--- src/rtl/ipm_encode.sv ---
// ipm_encode: sequential v-share inner-product-masking encoder over GF(2^8) with one shared multiplier
module ipm_encode #(
   parameter int v = 3
) (
   input  logic           clk,
   input  logic           rst,
   input  logic           in_valid,
   output logic           in_ready,
   input  logic [7:0]     x,
   input  logic [v*8-1:0] L,
   input  logic           rnd_valid,
   output logic           rnd_ready,
   input  logic [7:0]     rnd,
   output logic           out_valid,
   input  logic           out_ready,
   output logic [v*8-1:0] z,
   output logic           busy
);
   localparam int IW = $clog2(v);
   localparam logic [1:0] IDLE = 2'd0, GATHER = 2'd1, DONE = 2'd2;
   localparam logic [IW-1:0] LAST = IW'(v - 1);
   logic [1:0] state;
   logic [7:0] acc, nacc;
   logic [IW-1:0] idx;
   logic [v-1:0][7:0] lreg, zr;
   function automatic logic [7:0] gmul8(input logic [7:0] a, input logic [7:0] b);
      logic [7:0] p, t;
      p = 8'h00;
      t = a;
      for (int i = 0; i < 8; i++) begin
         p = b[i] ? p ^ t : p;
         t = {t[6:0], 1'b0} ^ (t[7] ? 8'h1B : 8'h00);
      end
      return p;
   endfunction
   // running share-0 value after folding in the current random byte
   always_comb nacc = acc ^ gmul8(lreg[idx], rnd);
   // handshake FSM: latch secret, gather v-1 random shares, present encoding
   always_ff @(posedge clk) begin
      if (rst) begin
         state <= IDLE;
         acc   <= '0;
         idx   <= '0;
         lreg  <= '0;
         zr    <= '0;
      end else begin
         case (state)
            IDLE: if (in_valid) begin
               acc   <= x;
               lreg  <= L;
               idx   <= IW'(1);
               state <= GATHER;
            end
            GATHER: if (rnd_valid) begin
               zr[idx] <= rnd;
               acc     <= nacc;
               idx     <= (idx == LAST) ? idx : idx + IW'(1);
               if (idx == LAST) begin
                  zr[0] <= nacc;
                  state <= DONE;
               end
            end
            DONE: if (out_ready) state <= IDLE;
            default: state <= IDLE;
         endcase
      end
   end
   assign in_ready  = state == IDLE;
   assign rnd_ready = state == GATHER;
   assign out_valid = state == DONE;
   assign busy      = state != IDLE;
   assign z         = zr;
endmodule

--- config.mk ---
export PLATFORM = sky130hd
export DESIGN_NAME = ipm_encode
export DESIGN_NICKNAME = d
export VERILOG_FILES = /design/src/rtl/ipm_encode.sv
export SDC_FILE = /design/constraint.sdc
export NUM_CORES = 1
export LEC_CHECK = 0
export ABC_AREA = 1
export CORE_UTILIZATION = 55
export CTS_CLUSTER_DIAMETER = 80
export DETAILED_ROUTE_END_ITERATION = 8
export PLACE_DENSITY = 0.82
export SYNTH_ARGS = -nofsm -noshare
export SYNTH_HDL_FRONTEND = slang
export SYNTH_SLANG_ARGS = --single-unit
--- constraint.sdc ---
create_clock -name clk -period 3.7 [get_ports clk]
set_input_delay 0.925 -clock clk [delete_from_list [all_inputs] [get_ports clk]]
set_output_delay 0.925 -clock clk [all_outputs]
set_load 0.1 [all_outputs]
==> results of run 1 <==
## critical path, cell delays in order (launching register included)
cell,delay (ns)
dfxtp_1,0.61
inv_6,0.13
nand2_1,0.09
nand2_1,0.13
a21oi_4,0.26
nand2_1,0.15
nand2_2,0.21
nand2_1,0.08
nand2_1,0.15
inv_1,0.08
a21oi_1,0.25
nand3_1,0.12
nand2_1,0.15
inv_1,0.05
nand2_1,0.09
nand3_1,0.09
nand2_1,0.07
a21oi_1,0.06
## per-layer routing
layer	up-vias	wire, um
met2	208	5880
li1	2425	-
met4	0	230
met3	25	1070
met1	2215	5480
met5	-	0
## stage by stage
step | setup WS [ns] | hold slack [ns] | power (mW)
2_1_floorplan | 0.189 | 0.439 | 1.43
3_3_place_gp | 0.629 | 0.451 | 1.62
3_5_place_dp | 0.553 | 0.455 | 1.65
4_1_cts | 0.859 | 0.467 | 2.19
5_1_grt | 0.527 | 0.484 | 2.34
6_report | 0.763 | 0.466 | 2.19
## registers in the layout, summed over array words and instances (netlist names)
register / count
acc: 8
lreg: 24
idx: 2
state: 2
z: 24
## how the worst max path moves through the flow
stage	end	slack (ns)	cells past startpoint
final	acc[3]	0.76	17
after global routing	z[3]	0.53	17
after CTS	z[3]	0.86	17
after detailed placement	z[6]	0.55	13
after global placement	z[6]	0.63	13
after floorplan	busy	0.19	2
## kinds of logic (layout without fill, tap and decap cells)
group,count (synthesis),after routing,share of synthesized area (%)
compound gates,91,91,12.2
xor+xnor,32,32,6.48
fa+ha+maj,3,3,0.846
buf+inv,109,174,10.1
flops,60,60,27.1
simple gates,442,442,43.3
## layout make-up
| class | count | area (um2) |
|---|---|---|
| repair buffers | 79 | 753 |
| fillers | 678 | 2410 |
| inverters | 79 | 302 |
| clock inverters | 5 | 36.3 |
| well taps | 102 | 128 |
| flip-flops and latches | 60 | 1200 |
| multi-input cells | 568 | 2790 |
| clock buffers | 11 | 151 |
## cell usage after synthesis (all sizes together)
master  instances
or2             2
o21ai          13
nor3            1
a211oi         13
o211ai          1
buf             8
nand3          74
dfxtp          60
a21oi          63
xnor2          11
clkbuf         22
nor2           48
a21o            1
inv            79
nand2         309
xor2           21
nand3b          5
nand4           3
ha              3
## power by group
part	switching, mW	internal [mW]	total, mW	leakage [nW]
combinational	0.629	0.308	0.938	1.85
sequential	0.0262	0.686	0.712	0.491
clock	0.264	0.279	0.542	0.0876
total	0.919	1.27	2.19	2.43
==> metrics, run 1 <==
Post-DRT Antenna Nets 0; Req. time, crit path 3.86 ns; Die Y-Extent 91.8 um; initial antenna violation count 0; Distinct cells, synth 35; routed via count 4873; IO buf count 72; dpl cells 888; CTS root buffer clkbuf_8; Worst Hold Launch lreg[11]; Placed Area 5170 um2; RSZ-0062 raised after global routing no; Crit Path Category reg -> reg; Synth Instances 737; max-cap violation count 0; hold path cells 2; H-tree Lvls 3; Synth Cell Area 4440 um2; HPWL Detailed 9.43 mm; Post-Layout Cell Count 904; crit share post-route 79.4%; Antenna Cells 0; DRC marker count from the first detailed-route iteration 409; DRC viols 0; Setup-failing EPs final 0; core area 7770 um2; max-slew violation count 0; most common cell after layout, fill and taps aside nand2_1; Clock Sinks 60; Worst R2R Path Depth 17; number of vias per cell 5.39; R2R setup slack 0.76 ns; clk_lat worst skew 0.34 ns; proportion of layout cells with a drive suffix above 1 9.35%; WHS Endpoint lreg[11]; wirelength, routed 12.7 mm; setup tns final 0 ns; CTS Hold Bufs 0; die area 8430 um2; Synth area leader dfxtp_1; synthesized area per cell 6.02 um2; status finished clean; r2r startpoint idx[0]; Pre-Repair DR Iteration Count 6; CP Launch Point idx[0]; cell row count 32; Worst-path clk slew 0.07 ns; Post-layout nets 845; GR Util met2 51.8%; HP Class reg -> reg; largest net degree at the start of global routing 61; CP Max Fanout 13; crit start category flop; YS warnings 0; Syn Nets 785; commonest cells after routing, fill and taps aside nand2_1, inv_1, nand3_1; Worst VDD drop 280 uV; vias in the first global route 4679; io pins 73; drt wl/cell 14.0 um; met1 usage 39.2%; met3 Track Usage GR 6.72%; final setup skew 0.00960 ns; number of buffers created by CTS 9; Worst EP arrival 3.10 ns; post-CTS setup buffer count 0; Static Leakage 2.43 nW; # resized after CTS 0; Seq cells post-synth 60; initial core utilization 57.1%; sequential fraction of the synthesis area 27.1%; Crit. End Element flop; cell area after layout 5360 um2; GR peak layer met2; Rel. slew slack 26.9%; Slew @ Worst Pin 1.10 ns; top-area cell type share of the netlist area 27.1%; final core occ 69.0%; RD Place Congestion 0.913; total power density per cell area 409 nW/um2; global-route wire length before repair 21.0 mm; die width 91.8 um; Layout area overhead 20.8%; total gr overflow 0; Min Clock Period, post-route 2.94 ns; Overall Global Routing Usage 31.2%; clock buffer depth 2; CTS tree built; Worst R2R End acc[3]; top cells by area, synth dfxtp_1, nand2_1, nand3_1; final hold vios 0; fmax 341 MHz
Note: power is estimated with default switching activity, not from simulation.
==> inputs of run 2 (changes only) <==
--- a/config.mk
+++ b/config.mk
@@ -6,10 +6,10 @@
 export NUM_CORES = 1
 export LEC_CHECK = 0
 export ABC_AREA = 1
-export CORE_UTILIZATION = 55
+export CORE_UTILIZATION = 49
 export CTS_CLUSTER_DIAMETER = 80
 export DETAILED_ROUTE_END_ITERATION = 8
-export PLACE_DENSITY = 0.82
+export PLACE_DENSITY = 0.77
 export SYNTH_ARGS = -nofsm -noshare
 export SYNTH_HDL_FRONTEND = slang
 export SYNTH_SLANG_ARGS = --single-unit
==> constraint.sdc (replaced) <==
create_clock -name clk -period 2.7 [get_ports clk]
set_input_delay 0.675 -clock clk [delete_from_list [all_inputs] [get_ports clk]]
set_output_delay 0.675 -clock clk [all_outputs]
set_load 0.1 [all_outputs]
==> run 2 against run 1 <==
  * Register-to-register slack got worse by 0.55 ns
  * Largest power group unchanged
  * Critical endpoint is now z[2]
  * Highest routed layer unchanged
  * Hold slack got worse by 0.0013 ns
  * Sequential power is 37% higher
==> metrics, run 2 (synthesized netlist as in run 1, its figures left out) <==
sequential share of power 31.5%; Die Y-Extent 97.2 um; hold path cells 2; Req. time, crit path 2.91 ns; # resized after CTS 0; CTS tree built; CP Max Fanout 10; core area 8760 um2; Net Sw Power 1.31 mW; post-CTS setup buffer count 0; Clock Sinks 60; die width 97.2 um; most common cell after layout, fill and taps aside nand2_1; worst setup margin 0.213 ns; number of buffers created by CTS 9; H-tree Lvls 3; Overall Global Routing Usage 28.3%; r2r startpoint idx[0]; IO buf count 72; die area 9440 um2; Rel. slew slack 11.1%; global-route wire length before repair 21.5 mm; clock buffer depth 2; fmax 402 MHz; Placed Area 5300 um2; crit start category flop; Crit Path Category reg -> reg; Worst-path clk slew 0.07 ns; Setup-failing EPs final 0; cell area after layout 5500 um2; Post-layout nets 864; DRC viols 0; Worst VDD drop 361 uV; dpl cells 913; clk_lat worst skew 0.35 ns; wirelength, routed 13.0 mm; Worst Hold Launch lreg[7]; status finished clean; Sw Ratio 42.4%; io pins 73; Crit. End Element flop; max-cap violation count 0; total gr overflow 0; CTS Hold Bufs 0; cell row count 34; DRC marker count from the first detailed-route iteration 370; Worst EP arrival 2.69 ns; vias in the first global route 4596; Slew @ Worst Pin 1.32 ns; Antenna Cells 0; Clock Power Share 25.6%; final hold vios 0; final setup skew 0.0125 ns; Gate power share 42.9%; final core occ 62.8%; largest net degree at the start of global routing 61; max-slew violation count 0; RD Place Congestion 0.969; Layout area overhead 23.9%; Static Leakage 2.58 nW; total power density per cell area 562 nW/um2; HP Class reg -> reg; initial antenna violation count 0; HPWL Detailed 9.96 mm; Worst R2R Path Depth 19; CP Launch Point idx[0]; Post-Layout Cell Count 929; number of vias per cell 5.33; Internal 1.78 mW; proportion of layout cells with a drive suffix above 1 14.9%; initial core utilization 50.6%; Post-DRT Antenna Nets 0; crit share post-route 92.1%; commonest cells after routing, fill and taps aside nand2_1, inv_1, nand3_1; Min Clock Period, post-route 2.49 ns; drt wl/cell 14.0 um; CTS root buffer clkbuf_8; routed via count 4951; Pre-Repair DR Iteration Count 6; Place WS 0.00494 ns
## run 2: cell types whose count changed in the layout (fill, tap and decap cells not counted), sizes merged
cell / before / now
clkdlybuf4s50: 65 / 43
buf: 14 / 55
## run 2: cell type report
| cell class | count | area [um2] |
|---|---|---|
| Tap cell | 108 | 135 |
| Clock buffer | 11 | 151 |
| Multi-Input combinational cell | 568 | 2800 |
| Inverter | 79 | 304 |
| Fill cell | 814 | 3260 |
| Sequential cell | 60 | 1210 |
| Clock inverter | 5 | 36.3 |
| Timing Repair Buffer | 98 | 866 |
## run 2: power by group through the flow
stage                     sequential [mW]  combinational (mW)  clock (mW)
after detailed placement            0.994                1.30           0
final                               0.975                1.33       0.793
after global routing                0.980                1.48       0.841
after global placement              0.992                1.28           0
after floorplan                      1.04               0.911           0
after CTS                           0.974                1.31       0.792
## run 2: critical path, stage by stage, from the launching register on
cell and delay [ns]:
dfxtp_4 0.38, inv_6 0.11, nand2_1 0.06, nand2_1 0.17, nand2_1 0.12, nand2_4 0.14, nand2_1 0.08, nand2_2 0.14
nand2_1 0.07, nand2_1 0.15, inv_1 0.09, buf_4 0.13, nand3_1 0.07, nand2_1 0.08, inv_1 0.06, nand2_1 0.06
nand3_1 0.10, nand3_1 0.11, nand2_1 0.13, a21oi_1 0.08
## run 2: routing by layer
layer  GRT usage [%]  vias to the layer above  share of wire [%]
li1                -                     2475                  -
met4            8.04                        0                1.5
met5               0                        -                  0
met2            45.7                      193                 45
met1            38.5                     2265                 44
met3            5.25                       18                9.1
## run 2: final timing paths
check / slack, ns / endpoint
worst max-delay path: 0.21 / z[2]
worst min-delay path: 0.46 / lreg[7]
worst max register to register: 0.21 / z[2]
worst min register to register: 0.46 / lreg[7]
## run 2: stage by stage
step | total power, mW | hold WS [ns] | TNS [ns]
2_1_floorplan | 1.95 | 0.439 | 0
3_3_place_gp | 2.27 | 0.450 | 0
3_5_place_dp | 2.29 | 0.455 | 0
4_1_cts | 3.07 | 0.467 | 0
5_1_grt | 3.31 | 0.480 | -0.00391
6_report | 3.09 | 0.465 | 0
==> inputs of run 3 (changes only) <==
--- a/config.mk
+++ b/config.mk
@@ -6,10 +6,11 @@
 export NUM_CORES = 1
 export LEC_CHECK = 0
 export ABC_AREA = 1
-export CORE_UTILIZATION = 49
+export ABC_CLOCK_PERIOD_IN_PS = 2700
+export CORE_UTILIZATION = 45
 export CTS_CLUSTER_DIAMETER = 80
 export DETAILED_ROUTE_END_ITERATION = 8
-export PLACE_DENSITY = 0.77
+export PLACE_DENSITY = 0.72
 export SYNTH_ARGS = -nofsm -noshare
 export SYNTH_HDL_FRONTEND = slang
 export SYNTH_SLANG_ARGS = --single-unit
==> run 3 against run 2 <==
  * Clock power up 17%
  * Combinational power up 5%
  * Sequential power down 0.5%
  * Total power up 6.6%
  * Setup slack worse by 0.039 ns
  * Global-route usage down 1.1 points
  * Routed wire length up 2.5%
  * Count of clock-buffer cells in the layout unchanged
  * Critical path depth down 3
  * Critical endpoint is now z[5]
  * Largest power group unchanged
==> metrics, run 3 (synthesized netlist as in run 1, its figures left out) <==
die width 101 um; final hold vios 0; max-slew violation count 0; met3 Track Usage GR 5.66%; number of vias per cell 5.12; total gr overflow 0; global-route wire length before repair 22.0 mm; Worst-path clk slew 0.07 ns; Static Leakage 2.69 nW; setup tns final 0 ns; met1 usage 34.9%; Max stage delay cell, worst path dfxtp_1; IO buf count 72; die area 10300 um2; total power draw 3.30 mW; initial core utilization 47.1%; cell mode on critical path nand2_1; CTS tree built; crit share post-route 93.6%; Overall Global Routing Usage 27.2%; Slew @ Worst Pin 0.783 ns; FF/Latch Area 1200 um2; status finished clean; Worst VDD drop 430 uV; core area 9420 um2; CTS root buffer clkbuf_8; Crit. End Element flop; Min Clock Period, post-route 2.53 ns; vias in the first global route 4722; HP Class reg -> reg; Worst EP arrival 2.76 ns; DRC marker count from the first detailed-route iteration 410; clk_lat worst skew 0.34 ns; cell area after layout 5750 um2; Die Y-Extent 101 um; cell row count 35; clock buffer depth 2; drt wl/cell 13.8 um; H-tree Lvls 3; io pins 73; CTS Hold Bufs 0; Pre-Repair DR Iteration Count 5; most common cell after layout, fill and taps aside nand2_1; Req. time, crit path 2.93 ns; wirelength, routed 13.3 mm; Crit Path Category reg -> reg; HPWL Detailed 10.1 mm; fmax 396 MHz; crit start category flop; Antenna Cells 0; Post-DRT Antenna Nets 0; RSZ-0062 raised after global routing no; initial antenna violation count 0; number of buffers created by CTS 9; largest net degree at the start of global routing 37; routed via count 4946; commonest cells after routing, fill and taps aside nand2_1, inv_1, nand3_1; Placed Area 5470 um2; Cell Chain, Critical Path inv_4 -> a21oi_2 -> nand2_1 -> nand2_2 -> nand2_1 -> nand2_2 -> nand2_1 -> xor2_2 -> nand2_1 -> inv_1 -> nor2_1 -> nand2_1 -> nand2_1 -> nand2_1 -> nand2_1 -> a21oi_1; Filler Cell Count 857; final setup skew 0.00446 ns; Rel. slew slack 47.6%; GR peak layer met2; total power density per cell area 573 nW/um2; Layout area overhead 29.6%; area of the multi-input gates 2840 um2; GR Util met2 45.7%; DRC viols 0; RD Place Congestion 0.963; worst stage delay on the critical path 0.53 ns; final core occ 61.1%; Post-layout nets 881; Setup-failing EPs final 0; max-cap violation count 0; CP Max Fanout 16; proportion of layout cells with a drive suffix above 1 16.8%; Clock Sinks 60
==> run 3: cell types whose count changed in the layout (fill, tap and decap cells not counted), moves of 2 or more <==
cell / before / now
dfxtp_1: 58 / 60
buf_4: 52 / 67
bufinv_16: 0 / 2
nor2_1: 43 / 41
nand2_1: 279 / 277
clkinvlp_4: 3 / 1
buf_12: 2 / 4
==> run 3: layer usage <==
layer	part of all wire (%)	up-vias
met2	47	167
met1	44	2254
met4	1.2	0
li1	-	2508
met5	0	-
met3	8.0	17
==> run 3: cell type report <==
type                    count  area share [%]
well taps                 129            2.81
clock inverters             4            1.26
repair buffers            115            17.7
inverters                  79            5.28
flip-flops and latches     60            20.9
multi-input cells         568            49.4
clock buffers              11            2.63
==> run 3: final timing paths <==
path	from	slack [ns]	cells past startpoint	to
min reg2reg	z[20]	0.47	2	z[20]
max	idx[1]	0.17	16	z[5]
max reg2reg	idx[1]	0.17	16	z[5]
min	z[20]	0.47	2	z[20]
==> run 3: worst max-delay path: cells and delay by family, from the launching register on <==
kind            cells  cell delay [ns]
xor+xnor            1             0.20
simple gates       11             1.09
buf+inv             2             0.22
compound gates      2             0.38
flops               1             0.53
==> run 3: repair_timing <==
item / 4_1_cts / 5_1_grt
setup endpoints to repair: 0 / 9
gates resized for setup: 0 / 14
endpoints found under the hold margin: 0 / 0
buffers inserted: 0 / 1
==> run 3: stage by stage <==
step           hold slack (ns)  cells  setup slack [ns]
2_1_floorplan            0.439    737            0.0989
3_3_place_gp             0.453    950            0.0655
3_5_place_dp             0.454    950            0.0207
4_1_cts                  0.469    965             0.199
5_1_grt                  0.494    966           0.00378
6_report                 0.467    966             0.174
==> run 3: power breakdown <==
group / switching (mW) / total (mW) / internal, mW / leakage, nW
sequential: 0.0299 / 0.970 / 0.940 / 0.491
combinational: 0.901 / 1.40 / 0.500 / 2.09
clock: 0.364 / 0.927 / 0.563 / 0.111
total: 1.29 / 3.30 / 2.00 / 2.69
